File: src/rtl/pll_sup_pkg.sv
// Shared types and helpers for the PLL startup/lock-loss supervisor.
package pll_sup_pkg;

  typedef enum logic [2:0] {
    ST_HOLD      = 3'd0,
    ST_WAIT_LOCK = 3'd1,
    ST_STABLE    = 3'd2,
    ST_RUN       = 3'd3,
    ST_FAULT     = 3'd4
  } state_t;

  localparam int RELOCK_COUNT_W = 8;
  localparam int RETRY_W        = 4;

  // One spare bit above the largest terminal value keeps the compares unsigned-safe.
  function automatic int cnt_width(input int a, input int b, input int c);
    int m;
    m = a;
    if (b > m) m = b;
    if (c > m) m = c;
    return $clog2(m) + 1;
  endfunction

endpackage

File: src/rtl/sync2.sv
// Generic two-flop synchronizer for asynchronous level inputs; resets to zero.
module sync2 #(
  parameter int WIDTH = 1
) (
  input  logic             i_clk,
  input  logic             i_rst_n,
  input  logic [WIDTH-1:0] i_d,
  output logic [WIDTH-1:0] o_q
);

  logic [WIDTH-1:0] r_meta;
  logic [WIDTH-1:0] r_q;

  always_ff @(posedge i_clk or negedge i_rst_n) begin
    if (!i_rst_n) begin
      r_meta <= '0;
      r_q    <= '0;
    end else begin
      r_meta <= i_d;
      r_q    <= r_meta;
    end
  end

  assign o_q = r_q;

endmodule

File: src/rtl/pll_supervisor.sv
// PLL supervisor: sequences PLL reset, qualifies lock over a stable window,
// releases system reset, re-sequences on lock loss and latches a fault after repeated timeouts.
module pll_supervisor
  import pll_sup_pkg::*;
#(
  parameter int HOLD_CYCLES   = 16,
  parameter int LOCK_TIMEOUT  = 1200,
  parameter int STABLE_CYCLES = 240,
  parameter int MAX_RETRIES   = 3
) (
  input  logic                      REFERENCECLK,
  input  logic                      RESET,
  input  logic                      LOCK,
  output logic                      PLLRESET,
  output logic                      SYSRESET,
  output logic                      READY,
  output logic                      FAULT,
  output logic [RELOCK_COUNT_W-1:0] RELOCK_COUNT,
  output logic [2:0]                STATE
);

  localparam int CNT_W = cnt_width(HOLD_CYCLES, LOCK_TIMEOUT, STABLE_CYCLES);
  localparam logic [CNT_W-1:0]   HOLD_LAST    = CNT_W'(HOLD_CYCLES - 1);
  localparam logic [CNT_W-1:0]   TIMEOUT_LAST = CNT_W'(LOCK_TIMEOUT - 1);
  localparam logic [CNT_W-1:0]   STABLE_LAST  = CNT_W'(STABLE_CYCLES - 1);
  localparam logic [RETRY_W-1:0] RETRY_LIMIT  = RETRY_W'(MAX_RETRIES);

  state_t                    r_state, w_next_state;
  logic [CNT_W-1:0]          r_cnt, w_next_cnt;
  logic [RETRY_W-1:0]        r_retries, w_next_retries;
  logic [RELOCK_COUNT_W-1:0] r_relock;
  logic                      w_relock_inc;
  logic                      w_lock_s;
  logic                      r_pllreset, r_sysreset, r_ready, r_fault;

  sync2 #(.WIDTH(1)) u_lock_sync (
    .i_clk  (REFERENCECLK),
    .i_rst_n(RESET),
    .i_d    (LOCK),
    .o_q    (w_lock_s)
  );

  always_comb begin
    w_next_state   = r_state;
    w_next_cnt     = r_cnt;
    w_next_retries = r_retries;
    w_relock_inc   = 1'b0;
    case (r_state)
      ST_HOLD: begin
        if (r_cnt == HOLD_LAST) begin
          w_next_state = ST_WAIT_LOCK;
          w_next_cnt   = '0;
        end else begin
          w_next_cnt = r_cnt + 1'b1;
        end
      end
      ST_WAIT_LOCK: begin
        // Lock takes priority over a timeout landing on the same cycle.
        if (w_lock_s) begin
          w_next_state = ST_STABLE;
          w_next_cnt   = '0;
        end else if (r_cnt == TIMEOUT_LAST) begin
          w_next_retries = r_retries + 1'b1;
          w_next_cnt     = '0;
          w_next_state   = (w_next_retries == RETRY_LIMIT) ? ST_FAULT : ST_HOLD;
        end else begin
          w_next_cnt = r_cnt + 1'b1;
        end
      end
      ST_STABLE: begin
        if (!w_lock_s) begin
          w_next_state = ST_WAIT_LOCK;
          w_next_cnt   = '0;
        end else if (r_cnt == STABLE_LAST) begin
          w_next_state   = ST_RUN;
          w_next_cnt     = '0;
          w_next_retries = '0;
        end else begin
          w_next_cnt = r_cnt + 1'b1;
        end
      end
      ST_RUN: begin
        if (!w_lock_s) begin
          w_next_state = ST_HOLD;
          w_next_cnt   = '0;
          w_relock_inc = 1'b1;
        end
      end
      ST_FAULT: begin
        w_next_state = ST_FAULT;
      end
      default: begin
        w_next_state = ST_HOLD;
        w_next_cnt   = '0;
      end
    endcase
  end

  always_ff @(posedge REFERENCECLK or negedge RESET) begin
    if (!RESET) begin
      r_state    <= ST_HOLD;
      r_cnt      <= '0;
      r_retries  <= '0;
      r_relock   <= '0;
      r_pllreset <= 1'b0;
      r_sysreset <= 1'b0;
      r_ready    <= 1'b0;
      r_fault    <= 1'b0;
    end else begin
      r_state    <= w_next_state;
      r_cnt      <= w_next_cnt;
      r_retries  <= w_next_retries;
      if (w_relock_inc && (r_relock != '1))
        r_relock <= r_relock + 1'b1;
      // Outputs decode the next state so they switch on the same edge as the state.
      r_pllreset <= (w_next_state != ST_HOLD) && (w_next_state != ST_FAULT);
      r_sysreset <= (w_next_state == ST_RUN);
      r_ready    <= (w_next_state == ST_RUN);
      r_fault    <= (w_next_state == ST_FAULT);
    end
  end

  assign PLLRESET     = r_pllreset;
  assign SYSRESET     = r_sysreset;
  assign READY        = r_ready;
  assign FAULT        = r_fault;
  assign RELOCK_COUNT = r_relock;
  assign STATE        = r_state;

endmodule

File: config.mk
export PLATFORM = sky130hd
export DESIGN_NAME = pll_supervisor
export DESIGN_NICKNAME = d
export VERILOG_FILES = /design/src/rtl/pll_sup_pkg.sv /design/src/rtl/sync2.sv /design/src/rtl/pll_supervisor.sv
export SDC_FILE = /design/constraint.sdc
export NUM_CORES = 1
export LEC_CHECK = 0
export ABC_AREA = 1
export CORE_ASPECT_RATIO = 0.9
export CORE_UTILIZATION = 26
export CTS_CLUSTER_SIZE = 12
export DETAILED_ROUTE_END_ITERATION = 10
export PLACE_DENSITY_LB_ADDON = 0.1
export SYNTH_ARGS = -nofsm -noshare
export SYNTH_HDL_FRONTEND = slang
export SYNTH_HIERARCHICAL = 1
export SYNTH_SLANG_ARGS = --single-unit
File: constraint.sdc
create_clock -name REFERENCECLK -period 3.4 [get_ports REFERENCECLK]
set_input_delay 0.68 -clock REFERENCECLK [delete_from_list [all_inputs] [get_ports REFERENCECLK]]
set_output_delay 0.68 -clock REFERENCECLK [all_outputs]
set_load 0.01 [all_outputs]
Yosys cells after proc, flatten, opt, wreduce, memory -nomap -nowiden
Cells that the tools add are included.
Word-level totals
  logic and storage cells: 59
  memories kept: 0
  latch bits: 0
  register bits: 32
  bits of input ports: 3
  output and inout port bits: 15
  RAM bits: 0
  bits in read-only memories: 0
Cells by class
  $add $sub $neg: 3
  $mul: 0
  reduce and logical (&&, ||, !) cells: 7
  bitwise operators: 1
  shift-type cells: 0
  eq/ne operators: 17
  multiplexer cells: 22
  div/mod/pow operators: 0
  order comparisons: 0
Operators by type and width (number)
  2-to-1 mux 12 bit: 6
  case mux 12 bit (5 select lines): 1
  2-to-1 mux 3 bit: 7
  2-to-1 mux 4 bit: 4
  case mux 3 bit (5 select lines): 1
  adder 12 x 1 -> 12 bit, second input constant: 1
  == test 12 x 11 -> 1 bit, second input constant: 1
  == test 12 x 4 -> 1 bit, second input constant: 1
  == test 12 x 8 -> 1 bit, second input constant: 1
  == test 3 x 2 -> 1 bit, second input constant: 3
  adder 8 x 1 -> 8 bit, second input constant: 1
  inequality test 2 bit, second input constant: 4
  inequality test 8 bit, second input constant: 1
  case mux 4 bit (2 select lines): 1
  == test 3 bit, second input constant: 2
  AND reduction 5 bit: 1
  adder 4 x 1 -> 4 bit, second input constant: 1
  == test 4 x 2 -> 1 bit, second input constant: 1
  == test 3 x 1 -> 1 bit, second input constant: 1
  zero test 3 bit: 1
  inequality test 3 bit, second input constant: 1
  nonzero test 3 bit: 1
  logical AND 1 bit: 2
  2-to-1 mux 1 bit: 2
  4 further kinds: 4

Logic depth before layout (Yosys ltp)
Gate-level depths: netlist of run 1.
  depth in word-level cells: 8
  gate-level depth with buffers: 10
  mapped depth without buffers: 10

Cells and area by module
Netlist of run 1, hierarchy kept.
By module, submodules not included
  pll_supervisor: cells each 229, seq. area each 750.7 µm², area an instance 1760.4 µm², instances 1
  sync2: cells each 2, seq. area each 50.0 µm², area an instance 50.0 µm², instances 1

Worst setup path before layout of run 1
OpenSTA, ideal clock, no wires.
  path type: register to register
  start point: register r_cnt[0]
  end point: register r_cnt[3]
  buffers on the path: 0
  setup time: 121 ps
  data arrival time: 1280 ps
  period minus slack after synthesis: 1401 ps
  cell stages (with the launch flop): 9
  data required time: 3279 ps
  setup slack: 1999 ps
  cell sequence: dfrtp_1 > ha_1 > nand3_4 > nor2_4 > nand2_1 > nand2_2 > nand3_4 > nor2_8 > nor2_2
Between the ends
  longest elaborated chain between the ends: 4
  elaborated cells between the ends (all ways): 10
  those cells by class: add/sub (1); eq/ne (3); mux (6)
Ends and longest elaborated chain
  start: declaration: line pll_supervisor.sv:29  | logic [CNT_W-1:0] r_cnt, w_next_cnt;
  start signal: assignment: line pll_supervisor.sv:111  | r_cnt <= w_next_cnt;
  adder 12 x 1 -> 12 bit, or another cell as far along: line pll_supervisor.sv:54, pll_supervisor.sv:67, pll_supervisor.sv:79
  2-to-1 mux 12 bit, on equally long branches: line pll_supervisor.sv:74, pll_supervisor.sv:62
  2-to-1 mux 12 bit, on equally long branches: line pll_supervisor.sv:71, pll_supervisor.sv:59
  case mux 12 bit (5 select lines) (*): line pll_supervisor.sv:48  | case (r_state)
Every way passes the cells marked *; elsewhere a longest branch is shown, timed or not.
A chain may end at the register's enable or synchronous reset.

Final worst setup path of run 1
  start point: register r_state[2] (netlist: STATE[2])
  end point: output port STATE[2]
RTL lines
  start: declaration: line pll_supervisor.sv:28  | state_t r_state, w_next_state;
  start signal: assignment: line pll_supervisor.sv:110  | r_state <= w_next_state;
  end: declaration: line pll_supervisor.sv:19  | output logic [2:0] STATE
No word-level cell between the ends.

==> metrics.md, run 1 <==
| Metric | Value |
|---|---|
| Port Buf Inserts | 17 |
| Area share of the largest cell type after synthesis | 44.2% |
| Buffer count from post-CTS setup fixing | 0 |
| Antenna Cells | 0 |
| Synth area leaders | dfrtp_1 (44%), nand2_1 (15%), xor2_1 (6.3%), nor2_1 (6.0%), inv_1 (4.8%) |
| Io pins | 18 |
| CTS max path bufs | 2 |
| DIE AREA | 7300 µm² |
| GR Util All Layers | 11.3% |
| Library cells used by synthesis | 25 |
| CTS tree | yes |
| Clock slew at reported path FFs | 70 ps |
| Remaining antenna violation count after routing | 0 |
| Area leader, netlist | dfrtp_1 |
| Min Tclk post-route | 2000 ps |
| Placed cell count | 337 |
| Crit share post-route | 58.9% |
| Crit path max fanout | 7 |
| DRT Pass-1 Iters | 4 |
| Clk pwr share | 27.0% |
| Depth of the CTS H-tree | 2 |
| Post-CTS Hold Fix Bufs | 0 |
| Largest net degree at the start of global routing | 33 |
| # rows | 28 |
| Vias in the first global route | 1350 |
| Worst skew pair latency | 290 ps |
| Static Leakage | 1.05 nW |
| Post-synth top cells | nand2_1 (74), dfrtp_1 (32), nor2_1 (29), inv_1 (23) |
| Net Sw Power | 0.000422 W |
| Slew Viols, Final | 0 |
| Crit. End Element | output port |
| Syn_nets | 238 |
| Post-Syn Area | 1810 µm² |
| # DRC | 0 |
| Mapped Cells | 231 |
| Routed wire per std cell | 10.7 µm |
| Worst endpoint required time | 2720 ps |
| Count leader, synth | nand2_1 |
| Layout cell share with drive strength beyond 1 | 10.2% |
| Asr flop ratio synth | 100% |
| Clock Root Buffer | clkbuf_8 |
| EDFF count, synth | 0 |
| Global-route wire length before repair | 6320 µm |
| CP max stage delay | 580 ps |
| Mean area per synthesized cell | 7.84 µm² |
| Hold WC Path Type | reg2reg |
| Peak supply drop | 211 µV |
| Comb pwr share | 31.1% |
| CTS Buf Count | 5 |
| Layout Nets | 261 |
| CTS resizes | 0 |
| Setup repair after global routing missed its margin | no |
| Tightest Pin Transition | 414 ps |
| Fmax | 0.500 GHz |
| Routed via count | 1391 |
| CP max stage cell | clkdlybuf4s50_1 |
| FF-to-FF path depth | 8 |
| Crit-path leading delay family | buffers and inverters |
| Synth Register Bits | 32 |
| Initial antenna violation count | 0 |
| Critical path buffers and inverters | 1 |
| Pint | 0.000761 W |
| Power Dens Cells | 543 nW/µm² |
| Grt ovf | 0 |
| CORE AREA | 6660 µm² |
| Design Power | 0.00118 W |
| Layout Cells excl Fill | 344 |
| Syn. warnings | 6 |
| Post-route setup TNS | 0 ps |
| Max_slew headroom | 72.4% |
| Worst-path cell chain | clkdlybuf4s50_1 |
| Drt total wl | 3680 µm |
| Switching Fraction | 35.7% |
| Final hold vios | 0 |
| Worst hold path depth | 0 |
| Crit path DAT | 1320 ps |
| Via-to-Cell Ratio | 4.04 |
| Design area | 2180 µm² |
| Startpoint Class | register |
| Starting Density | 27.2% |
| Fill cell count | 743 |
| Final setup violation count | 0 |
| Status | complete, no violations |
| Clock sinks | 32 |
| Sequential Power Share | 41.9% |
| Initial drt markers | 48 |
| Die Span Y | 81.2 µm |
| Stages on worst setup path | 1 |
| Setup Skew | 7.84 ps |
| RePlAce Congestion | 0.738 |
| Dpl cell area | 2080 µm² |
| Min Hold Slack | 352 ps |
| Horiz. Die Dim | 90.0 µm |
| Area Overhead vs Synth | 20.3% |
| Sequential area share after synthesis | 44.2% |
| Max_cap viols | 0 |
| Dpl hpwl | 2690 µm |
| Worst Setup Path Type | reg2out |
| Top_reg_cell synth | dfrtp_1 |
[kinds of logic after synthesis]
logic type,Yosys count,synth area share [%]
buffers and inverters,28,6.43
DFF,32,44.2
and+or+nand+nor,143,36.4
adders and majority gates,4,2.76
xor gates and xnor gates,15,7.26
AOI/OAI and AO/OA,9,2.97
[cells in the final DEF, fill, tap and decap left out, types with 3 or more instances in the layout]
cell type,n
clkdlybuf4s50_1,17
nand4_1,3
nand2_2,4
nand3_1,13
xor2_1,13
nor2_2,5
o21ai_1,4
ha_1,4
clkbuf_8,7
nand2_1,74
nor3_1,8
dfrtp_1,32
nor2_1,29
inv_2,3
inv_1,23
[registers in the layout, indices dropped and copies added (netlist names)]
name and count:
r_cnt 12, RELOCK_COUNT 8, r_retries 4, STATE 3, FAULT 1, PLLRESET 1
READY 1, u_lock_sync/o_q 1, u_lock_sync/r_meta 1
[cell type report]
type                            count  area [µm²]  area share [%]
Inverter                           26        97.6            4.48
Multi-Input combinational cell    171         893            41.0
Timing Repair Buffer               18         178            8.16
Clock buffer                        7        96.3            4.42
Tap cell                           90         113            5.17
Sequential cell                    32         801            36.8
[per-stage QoR]
step	util [%]	setup slack (ps)
floorplan	-	2000
global placement	31.3	1710
detailed placement	31.3	1700
CTS	32.7	1390
global route	32.7	1350
finish	32.7	1400
[power groups by stage]
stage	logic, W	clock network, W	registers (W)
after global routing	0.000421	0.000346	0.000504
after floorplan	0.000251	0	0.000505
after CTS	0.000377	0.000329	0.000496
final	0.000368	0.000320	0.000496
after detailed placement	0.000374	0	0.000502
after global placement	0.000375	0	0.000503
[per-layer routing]
layer  vias to the layer above  global-route usage [%]  part of all wire (%)
met2                        18                    18.1                    44
met4                         0                    3.87                   1.3
met1                       610                    14.1                    50
met5                         -                       0                     0
met3                         6                    4.21                   4.6
li1                        757                       -                     -
[final timing paths]
| path | from | end | slack (ps) |
|---|---|---|---|
| max | STATE[2] | STATE[2] | 1400 |
| min | u_lock_sync/r_meta | u_lock_sync/o_q | 350 |
| max reg2reg | r_cnt[0] | r_cnt[3] | 1800 |
| min reg2reg | u_lock_sync/r_meta | u_lock_sync/o_q | 350 |
| max in group asynchronous | RESET | RELOCK_COUNT[0] | 2300 |
| min in group asynchronous | RESET | r_cnt[8] | 790 |
Note: power is estimated with default switching activity, not from simulation.
==> inputs of run 2 (changes only) <==
==> constraint.sdc (replaced) <==
create_clock -name REFERENCECLK -period 1.8 [get_ports REFERENCECLK]
set_input_delay 0.36 -clock REFERENCECLK [delete_from_list [all_inputs] [get_ports REFERENCECLK]]
set_output_delay 0.36 -clock REFERENCECLK [all_outputs]
set_load 0.01 [all_outputs]
==> run 2 against run 1 <==
Against the previous run: core utilization grew 0.34 points; highest routed layer unchanged; total power grew 96%; register-to-register slack lost 1600 ps; cell area grew 1.0%; combinational power grew 89%; clock power grew 120%; hold slack gained 11 ps; critical endpoint unchanged; largest cell class unchanged; sequential power grew 89%; routed wire length grew 0.52%; clock-buffer cell count shrank 2; global-route usage grew 0.25 points.
==> metrics.md, run 2 (synthesis results as in run 1) <==
| Metric | Value |
|---|---|
| Post-route setup TNS | 0 ps |
| Design Power | 0.00233 W |
| CP startpoint | STATE[2] |
| Post-CTS Hold Fix Bufs | 0 |
| Hold WC Path Type | reg2reg |
| Die Span Y | 81.2 µm |
| Worst setup path end | STATE[2] |
| Clk pwr share | 29.7% |
| Crit. End Element | output port |
| Clock slew at reported path FFs | 70 ps |
| Crit path max fanout | 7 |
| Routed wire per std cell | 10.7 µm |
| Layout Nets | 262 |
| Setup Skew | 9.22 ps |
| Stages on worst setup path | 1 |
| Tightest Pin Transition | 430 ps |
| DRT Pass-1 Iters | 4 |
| CTS Buf Count | 5 |
| Port Buf Inserts | 17 |
| Worst reg2reg endpoint | r_cnt[5] |
| CP max stage cell | clkdlybuf4s50_1 |
| Fmax | 0.587 GHz |
| Worst-path cell chain | clkdlybuf4s50_1 |
| Comb pwr share | 30.0% |
| Min Tclk post-route | 1700 ps |
| Static Leakage | 1.06 nW |
| Sequential Power Share | 40.3% |
| Max reg flops | 12 |
| Setup repair after global routing missed its margin | no |
| Routed via count | 1434 |
| CP max stage delay | 580 ps |
| Switching Fraction | 35.1% |
| RePlAce Congestion | 0.738 |
| Clock sinks | 32 |
| Largest net degree at the start of global routing | 33 |
| CTS tree | yes |
| CORE AREA | 6660 µm² |
| Crit share post-route | 94.6% |
| Starting Density | 27.2% |
| Drt total wl | 3700 µm |
| Placed cell count | 338 |
| CTS max path bufs | 2 |
| Initial antenna violation count | 0 |
| Net Sw Power | 0.000816 W |
| Fill cell count | 718 |
| Area Overhead vs Synth | 21.6% |
| # DRC | 0 |
| Horiz. Die Dim | 90.0 µm |
| Global-route wire length before repair | 6460 µm |
| Min Hold Slack | 363 ps |
| Reg2reg setup slack | 240 ps |
| FF-to-FF path depth | 8 |
| Dpl hpwl | 2740 µm |
| Io pins | 18 |
| Peak supply drop | 365 µV |
| Largest Register | r_cnt |
| Clock Root Buffer | clkbuf_8 |
| Final hold vios | 0 |
| Status | complete, no violations |
| Crit-path leading delay family | buffers and inverters |
| Depth of the CTS H-tree | 2 |
| Pint | 0.00151 W |
| Critical path buffers and inverters | 1 |
| Grt ovf | 0 |
| DIE AREA | 7300 µm² |
| Initial drt markers | 57 |
| Vias in the first global route | 1401 |
| Max_slew headroom | 71.1% |
| Remaining antenna violation count after routing | 0 |
| Final setup violation count | 0 |
| Worst R2R Start | r_cnt[0] |
| Power Dens Cells | 1060 nW/µm² |
| Max_cap viols | 0 |
| Via-to-Cell Ratio | 4.14 |
| CTS resizes | 0 |
| Crit path DAT | 1340 ps |
| Worst endpoint required time | 1440 ps |
| Commonest cells after routing, fill and taps aside | nand2_1 (74), dfrtp_1 (32), nor2_1 (29), inv_1 (23), clkdlybuf4s50_1 (17) |
| Startpoint Class | register |
| Layout cell share with drive strength beyond 1 | 10.9% |
| GR Util All Layers | 11.5% |
| Buffer count from post-CTS setup fixing | 0 |
| Layout Cells excl Fill | 346 |
| Commonest non-fill, non-tap cell in the layout | nand2_1 |
| Slew Viols, Final | 0 |
| Worst skew pair latency | 290 ps |
| Antenna Cells | 0 |
| # rows | 28 |
| Worst Setup Path Type | reg2out |
[run 2: cell count changes in the layout (fill, tap and decap cells not counted)]
cell,before,now
clkinvlp_4,0,1
clkinv_2,0,1
buf_4,1,2
clkbuf_8,7,5
bufinv_16,0,1
[run 2: area by class of cell]
class | count | area (µm²) | area share (%)
flip-flops and latches | 32 | 801 | 36.4
repair buffers | 19 | 185 | 8.41
well taps | 90 | 113 | 5.12
multi-input cells | 171 | 893 | 40.6
clock buffers | 5 | 68.8 | 3.13
clock inverters | 3 | 42.5 | 1.93
inverters | 26 | 97.6 | 4.43
[run 2: routing by layer]
| metal | GRT usage, % | wire length, µm | vias up |
|---|---|---|---|
| li1 | - | - | 762 |
| met1 | 14.9 | 1870 | 647 |
| met2 | 17.9 | 1630 | 18 |
| met3 | 3.37 | 132 | 7 |
| met4 | 5.32 | 72 | 0 |
| met5 | 0 | 0 | - |
[run 2: metrics by stage]
step           setup slack (ps)  utilization [%]  instance area (µm²)
6_report                   97.7             33.1                 2200
5_1_grt                    18.6             33.1                 2200
4_1_cts                    77.1             33.1                 2200
3_5_place_dp                223             31.4                 2090
3_3_place_gp                220             31.4                 2090
2_1_floorplan               399                -                 1810
[run 2: power by group through the flow]
stage                     Sequential [W]  Clock, W  Combinational [W]
after floorplan                 0.000953         0           0.000474
after global placement          0.000949         0           0.000727
after detailed placement        0.000952         0           0.000719
after CTS                       0.000939  0.000721           0.000724
after global routing            0.000960  0.000757           0.000801
final                           0.000938  0.000690           0.000697
[run 2: how the worst min path moves through the flow]
stage / slack, ps / endpoint / depth (start not counted) / start
after global routing: 380 / u_lock_sync/o_q / 0 / u_lock_sync/r_meta
after floorplan: 60 / FAULT / 0 / RESET
after CTS: 370 / u_lock_sync/o_q / 0 / u_lock_sync/r_meta
final: 360 / u_lock_sync/o_q / 0 / u_lock_sync/r_meta
after global placement: 330 / u_lock_sync/o_q / 0 / u_lock_sync/r_meta
after detailed placement: 340 / u_lock_sync/o_q / 0 / u_lock_sync/r_meta
[run 2: worst reg2reg max path, cell delays in order, from the launching register on]
cell     delay (ps)
dfrtp_1         380
ha_1            240
nand3_4         120
nor2_4          160
nand2_1          90
nand2_2          80
nand3_4         160
nor2_8          180
nor2_2           50
==> inputs of run 3 (changes only) <==
--- a/config.mk
+++ b/config.mk
@@ -6,6 +6,7 @@
 export NUM_CORES = 1
 export LEC_CHECK = 0
 export ABC_AREA = 1
+export ABC_CLOCK_PERIOD_IN_PS = 1800
 export CORE_ASPECT_RATIO = 0.9
 export CORE_UTILIZATION = 26
 export CTS_CLUSTER_SIZE = 12
==> results of run 3 <==
No change in the layout: final DEF, timing and power equal those of run 2.
